--- src/rtl/fir_inverse.sv ---
// fir_inverse: inverse (deconvolution) filter for the 4-tap FIR h = {1, H1, H2, H3}.
// Recovers x[n] = y[n] - H1*x[n-1] - H2*x[n-2] - H3*x[n-3] (mod 2^WIDTH) using one
// shared multiplier sequenced over three MAC states.
// Ports:
//   clk, reset          - clock, synchronous active-high reset
//   clear               - history flush, honoured only in IDLE
//   in_valid/in_ready   - input handshake, datain carries y[n]
//   out_valid/out_ready - output handshake, dataout carries x[n]
//   busy                - FSM is not in IDLE
module fir_inverse #(
    parameter int unsigned     WIDTH = 8,
    parameter logic [WIDTH-1:0] H1   = WIDTH'(3),
    parameter logic [WIDTH-1:0] H2   = WIDTH'(2),
    parameter logic [WIDTH-1:0] H3   = WIDTH'(-1)
) (
    input  logic             clk,
    input  logic             reset,
    input  logic             clear,
    input  logic             in_valid,
    output logic             in_ready,
    input  logic [WIDTH-1:0] datain,
    output logic             out_valid,
    input  logic             out_ready,
    output logic [WIDTH-1:0] dataout,
    output logic             busy
);

    typedef enum logic [2:0] {
        IDLE = 3'd0,
        MAC1 = 3'd1,
        MAC2 = 3'd2,
        MAC3 = 3'd3,
        OUT  = 3'd4
    } state_t;

    state_t           state_q, state_d;
    logic [WIDTH-1:0] acc_q, acc_d;
    logic [WIDTH-1:0] x1_q, x1_d;
    logic [WIDTH-1:0] x2_q, x2_d;
    logic [WIDTH-1:0] x3_q, x3_d;
    logic [WIDTH-1:0] dataout_q, dataout_d;
    logic             in_ready_q, in_ready_d;
    logic             out_valid_q, out_valid_d;
    logic             busy_q, busy_d;

    logic [WIDTH-1:0] coef;
    logic [WIDTH-1:0] opnd;
    logic [WIDTH-1:0] prod;
    logic [WIDTH-1:0] acc_sub;

    // Shared multiplier: tap/history pair selected by the current MAC state.
    // Low WIDTH bits of the product are identical for signed and unsigned operands.
    always_comb begin
        coef = H3;
        opnd = x3_q;
        case (state_q)
            MAC1:    begin coef = H1; opnd = x1_q; end
            MAC2:    begin coef = H2; opnd = x2_q; end
            default: begin coef = H3; opnd = x3_q; end
        endcase
        prod    = coef * opnd;
        acc_sub = acc_q - prod;
    end

    // Next-state, datapath and registered-output computation.
    always_comb begin
        state_d   = state_q;
        acc_d     = acc_q;
        x1_d      = x1_q;
        x2_d      = x2_q;
        x3_d      = x3_q;
        dataout_d = dataout_q;

        case (state_q)
            IDLE: begin
                // clear wins on history but a coincident sample is still accepted
                if (clear) begin
                    x1_d = '0;
                    x2_d = '0;
                    x3_d = '0;
                end
                if (in_valid) begin
                    acc_d   = datain;
                    state_d = MAC1;
                end
            end
            MAC1: begin
                acc_d   = acc_sub;
                state_d = MAC2;
            end
            MAC2: begin
                acc_d   = acc_sub;
                state_d = MAC3;
            end
            MAC3: begin
                acc_d     = acc_sub;
                dataout_d = acc_sub;
                state_d   = OUT;
            end
            OUT: begin
                if (out_ready) begin
                    x3_d    = x2_q;
                    x2_d    = x1_q;
                    x1_d    = acc_q;
                    state_d = IDLE;
                end
            end
            default: state_d = IDLE;
        endcase

        // Status outputs are registered copies of the next state
        in_ready_d  = (state_d == IDLE);
        out_valid_d = (state_d == OUT);
        busy_d      = (state_d != IDLE);
    end

    // State and datapath registers with synchronous reset.
    always_ff @(posedge clk) begin
        if (reset) begin
            state_q     <= IDLE;
            acc_q       <= '0;
            x1_q        <= '0;
            x2_q        <= '0;
            x3_q        <= '0;
            dataout_q   <= '0;
            in_ready_q  <= 1'b1;
            out_valid_q <= 1'b0;
            busy_q      <= 1'b0;
        end else begin
            state_q     <= state_d;
            acc_q       <= acc_d;
            x1_q        <= x1_d;
            x2_q        <= x2_d;
            x3_q        <= x3_d;
            dataout_q   <= dataout_d;
            in_ready_q  <= in_ready_d;
            out_valid_q <= out_valid_d;
            busy_q      <= busy_d;
        end
    end

    assign in_ready  = in_ready_q;
    assign out_valid = out_valid_q;
    assign dataout   = dataout_q;
    assign busy      = busy_q;

endmodule
--- config.mk ---
export PLATFORM = sky130hd
export DESIGN_NAME = fir_inverse
export DESIGN_NICKNAME = d
export VERILOG_FILES = /design/src/rtl/fir_inverse.sv
export SDC_FILE = /design/constraint.sdc
export NUM_CORES = 1
export LEC_CHECK = 0
export ABC_AREA = 1
export CORE_MARGIN = 2
export CORE_UTILIZATION = 45
export DETAILED_ROUTE_END_ITERATION = 8
export GPL_ROUTABILITY_DRIVEN = 0
export SLEW_MARGIN = 20
export SYNTH_ARGS = -nofsm -noshare
export SYNTH_HDL_FRONTEND = slang
export SYNTH_SLANG_ARGS = --single-unit
--- constraint.sdc ---
create_clock -name clk -period 5.8 [get_ports clk]
set_input_delay 1.16 -clock clk [delete_from_list [all_inputs] [get_ports clk]]
set_output_delay 1.16 -clock clk [all_outputs]
set_load 0.02 [all_outputs]
* Yosys cells after proc, flatten, opt, wreduce, memory -nomap -nowiden
Cells that the tools add are included.
** Word-level totals
- Bits in registers :: 46
- Bits in latches :: 0
- Bits in writable memories :: 0
- Bits in read-only memories :: 0
- Input port bits :: 13
- Output and inout bits :: 11
- Logic and storage cells :: 41
- Memories kept :: 0
** Operators by class
- Add/subtract/negate cells :: 1
- Multiply operators :: 1
- Div/mod/pow operators :: 0
- Magnitude comparators :: 0
- Equal/unequal tests :: 8
- Shift operators :: 0
- Multiplexer cells :: 14
- Bitwise operators :: 0
- Reductions and logical operators :: 8
** Operator list (count)
- $pmux 8 s2 :: 6
- $mux 8 :: 5
- $pmux 3 s5 :: 1
- $mul 8x8->8 :: 1
- $sub 8x8->8 :: 1
- $eq 3x2->1 const B :: 2
- $eq 3x3->1 const B :: 2
- $logic_not 3->1 :: 2
- $mux 3 :: 2
- $ne 2x2->1 const B :: 3
- $reduce_bool 2->1 :: 2
- $eq 3x1->1 const B :: 1
- $reduce_and 3->1 :: 1
- $reduce_bool 3->1 :: 1
- $reduce_or 3->1 :: 1
- $reduce_and 2->1 :: 1

* Depth between registers and ports, before layout
- Word-level depth :: 5
- Depth in mapped cells :: 29
- Gate-level depth less buffers :: 28

* Worst setup path after synthesis
Ideal clock, no wire load.
- Path kind :: flip-flop to flip-flop
- Start point :: reg state_q[2]
- End point :: reg acc_q[7]
- Setup time :: 0.131 ns
- Data arrival time :: 4.551 ns
- Required time :: 5.669 ns
- Slack :: 1.118 ns
- Stages on the path, launching flop included :: 28
- Path buffers :: 1
- Period minus slack after synthesis :: 4.682 ns
- Path through :: dfxtp_1 -> inv_4 -> nand3_2 -> buf_2 -> nand2_1 -> nor2_1 -> inv_1 -> fa_1 -> inv_1 -> fa_1 -> fa_1 -> fa_1 -> inv_1 -> ha_1 -> nand2_1 -> inv_1 -> nand2_1 -> nand2_1 -> a21oi_1 -> inv_1 -> nand2_1 -> nand2_1 -> inv_1 -> nand3_1 -> nand2_1 -> nand2_1 -> nand2_1 -> a21oi_2
** Between the ends
- Word-level cells in the longest chain between the ends :: 5
- Elaborated cells on any way between the ends :: 13
** RTL lines
- start: declaration :: RTL line 36 : state_t state_q, state_d;
- start signal: assignment :: RTL line 130 : state_q <= state_d;
- $eq 3x2->1 / $eq 3x1->1 (equally long branches) :: RTL line 56, 74
- $pmux 8 s2 :: RTL line 56 : case (state_q)
- $mul 8x8->8 :: RTL line 61 : prod = coef * opnd;
- $sub 8x8->8 :: RTL line 62 : acc_sub = acc_q - prod;
- $pmux 8 s2 :: RTL line 74 : case (state_q)
- end signal: assignment :: RTL line 121 : acc_q <= '0;
- end signal: assignment :: RTL line 131 : acc_q <= acc_d;
- end: declaration :: RTL line 37 : logic [WIDTH-1:0] acc_q, acc_d;
Several ways; a longest one is shown, not always the timed one.
A chain may end at the register's enable or synchronous reset.

* Worst setup path in the final report
Ends and elaborated chain as after synthesis.

==> flow_summary.yaml <==
status:
  status: "finished clean"
drt:
  wl_mm: 6.83
  drtIter0Drc: 130
  vias: 2558
  route.detailed.drc: 0
  routed_via_density: 5.11
  first_pass_iters: 5
  ant_nets: 0
  wl_per_cell_um: 13.6
global_routing:
  grt_start_max_net_pins: 49
  grt_pass1_vias: 2495
  grt.total_usage_pct: 19.7
  grt_overflow: 0
  grt_pass1_wl_mm: 11.5
  antenna_found_initial: 0
setup_path:
  crit_type: "flop to flop"
  cp-start-kind: "flop"
  crit_fanout: 13
  required_ps: 5980
  critical_path_arrival_ps: 5210
  rr_endpoint: "acc_q[7]"
  ff2ff_setup_slack_ps: 770
  rr_worst_depth: 26
  r2r-start: "state_q[2]"
  worst_setup_path_end_kind: "flop"
timing:
  hold_violations: 0
  fin_crit_sh_pct: 86.7
  worstMarginPinSlew_ps: 578
  min_period_ps: 5030
  rsz0062_at_grt: "false"
  slew_headroom_pct: 61.3
  setup-violations-final: 0
  hold_slack_ps: 469
  finClkSkew_ps: 7.30
  slew_violations: 0
  fmax_mhz: 199
  fin_tns_setup_ps: 0
clocking:
  htree_levels: 2
  cts_tree: "built"
  cts_num_sinks: 46
  ctsResizeCount: 0
  post_cts_buffers: 0
  numCtsBuffers: 5
  cts_root_buf: "clkbuf_8"
  clock_path_buffers: 2
  insertion_delay_ps: 300
  ctsHoldBuffers: 0
  clkTransAtPathRegs_ps: 80
synth:
  synth.avg_cell_area_um2: 7.68
  synth_edf_count: 0
  netlist_instances: 401
  yosysSeqAreaShare_pct: 29.9
  yosys_most_used_dff: "dfxtp_1"
  yosysWarnings: 0
  ys_types: 34
  synth-seq-cells: 46
  synth_area_mm2: 0.00308
  async_flop_share_pct: 0
  synth_fp_nets: 453
floorplanning:
  core-area_mm2: 0.00672
  initial_utilization_pct: 45.8
  row_count: 30
  die_width_um: 86.7
  dieArea_mm2: 0.00752
  io_pins: 24
  die_y_um: 86.7
placed_design:
  numPortBuffers: 23
  dpl.hpwl_mm: 5.41
  placed_cell_area_mm2: 0.00336
finish:
  n_antenna_cell: 0
  drive_above_1_share_pct: 5.46
  fill_cells: 675
  final_nets: 472
  syn2layout_area_growth_pct: 12.8
  seqCellArea_um2: 921
  finalInstanceArea_mm2: 0.00347
  finish.utilization_pct: 51.7
  multi_input_area_mm2: 0.00179
power_and_ir_drop:
  p_total_mw: 1.69
  vdd.ir_drop.worst_mv: 0.224
  power.density_mw_per_mm2: 486
  p_leak_nw: 1.61
min_path:
  holdCritStartpoint: "dataout[0]"
  holdPathStages: 2
  hp-class: "flop to flop"
  whs_endpoint: "dataout[0]"
run:
  maxCapViolCount: 0
==> area by class of cell <==
| class | instances | share of cell area (%) |
|---|---|---|
| clock buffers | 5 | 1.98 |
| clock inverters | 3 | 1.26 |
| inverters | 76 | 8.28 |
| multi-input cells | 264 | 51.6 |
| flip-flops and latches | 46 | 26.5 |
| well taps | 80 | 2.88 |
| repair buffers | 27 | 7.49 |
==> registers in the layout (all words and copies together), names as in the netlist <==
name       cells
acc_q          8
x3_q           8
x1_q           8
busy           1
out_valid      1
in_ready       1
dataout        8
state_q        3
x2_q           8
==> critical path: stages (launching register included) <==
cell and delay (ps):
dfxtp_1 520, inv_4 110, nand3_2 230, nand2_1 180, nor2_1 280, inv_1 190, fa_1 510, inv_1 50
fa_1 510, fa_1 440, fa_1 540, inv_1 40, ha_1 320, nand2_1 90, inv_1 40, nand2_1 60
nand2_1 40, a21oi_1 190, inv_1 60, nand2_1 60, nand2_1 60, inv_1 50, nand3_1 50, nand2_1 80
nand2_1 50, nand2_1 90, a21oi_2 50
==> per-layer routing <==
layer  vias to the layer above  global-route usage, %  wire, um
met5                         -                      0         0
met4                         0                   6.11       104
met3                         8                   3.62       213
met2                        29                   32.9      3300
met1                      1185                   26.1      3210
li1                       1336                      -         -
==> through the flow <==
| step | setup slack, ps | cells |
|---|---|---|
| floorplan | 1120 | 401 |
| global placement | 905 | 493 |
| detailed placement | 758 | 493 |
| CTS | 726 | 501 |
| global route | 287 | 501 |
| finish | 771 | 501 |
==> layout by cell type, fill, tap and decap left out, types with 2 or more instances in the layout <==
| cell | instances |
|---|---|
| dfxtp_1 | 46 |
| nand2_2 | 3 |
| o22ai_1 | 4 |
| nand3b_1 | 11 |
| nand4_1 | 4 |
| nand3_1 | 10 |
| inv_1 | 74 |
| fa_1 | 16 |
| o21ai_0 | 13 |
| xor2_1 | 7 |
| ha_1 | 23 |
| nor3_1 | 2 |
| buf_4 | 4 |
| nand2_1 | 64 |
| clkbuf_8 | 5 |
| a221oi_1 | 4 |
| nor2_1 | 28 |
| a211oi_1 | 15 |
| clkdlybuf4s50_1 | 23 |
| a21oi_1 | 49 |
==> power breakdown <==
group / total (mW) / switching, mW / leakage [nW] / internal (mW)
registers: 0.395 / 0.0406 / 0.377 / 0.355
clock network: 0.243 / 0.114 / 0.0585 / 0.129
logic: 1.05 / 0.653 / 1.17 / 0.397
total: 1.69 / 0.807 / 1.61 / 0.880
==> synthesized netlist by cell type (all sizes together), types with 5 or more instances <==
cell | count | area (um2)
inv | 76 | 288
nand2 | 67 | 259
a21oi | 50 | 254
dfxtp | 46 | 921
nor2 | 28 | 105
ha | 23 | 288
fa | 16 | 320
a211oi | 15 | 113
o21ai | 14 | 70.1
nand3 | 12 | 77.6
nand3b | 11 | 82.6
buf | 10 | 58.8
xor2 | 7 | 61.3
clkbuf | 5 | 18.8
==> cell families after synthesis <==
group,Yosys count,share of synthesized area [%]
simple gates,126,18.9
compound gates,91,17.3
buf+inv,91,11.9
flops,46,29.9
fa+ha+maj,39,19.7
xor+xnor,8,2.28
==> worst max-delay path by stage <==
stage                from  endpoint  slack, ps  cells past startpoint
2_1_floorplan  state_q[2]  acc_q[7]       1120                     27
4_1_cts        state_q[2]  acc_q[7]        730                     26
3_5_place_dp   state_q[2]  acc_q[7]        760                     26
6_report       state_q[2]  acc_q[7]        770                     26
3_3_place_gp   state_q[2]  acc_q[7]        910                     26
5_1_grt        state_q[2]  acc_q[7]        290                     26
Note: power is estimated with default switching activity, not from simulation.
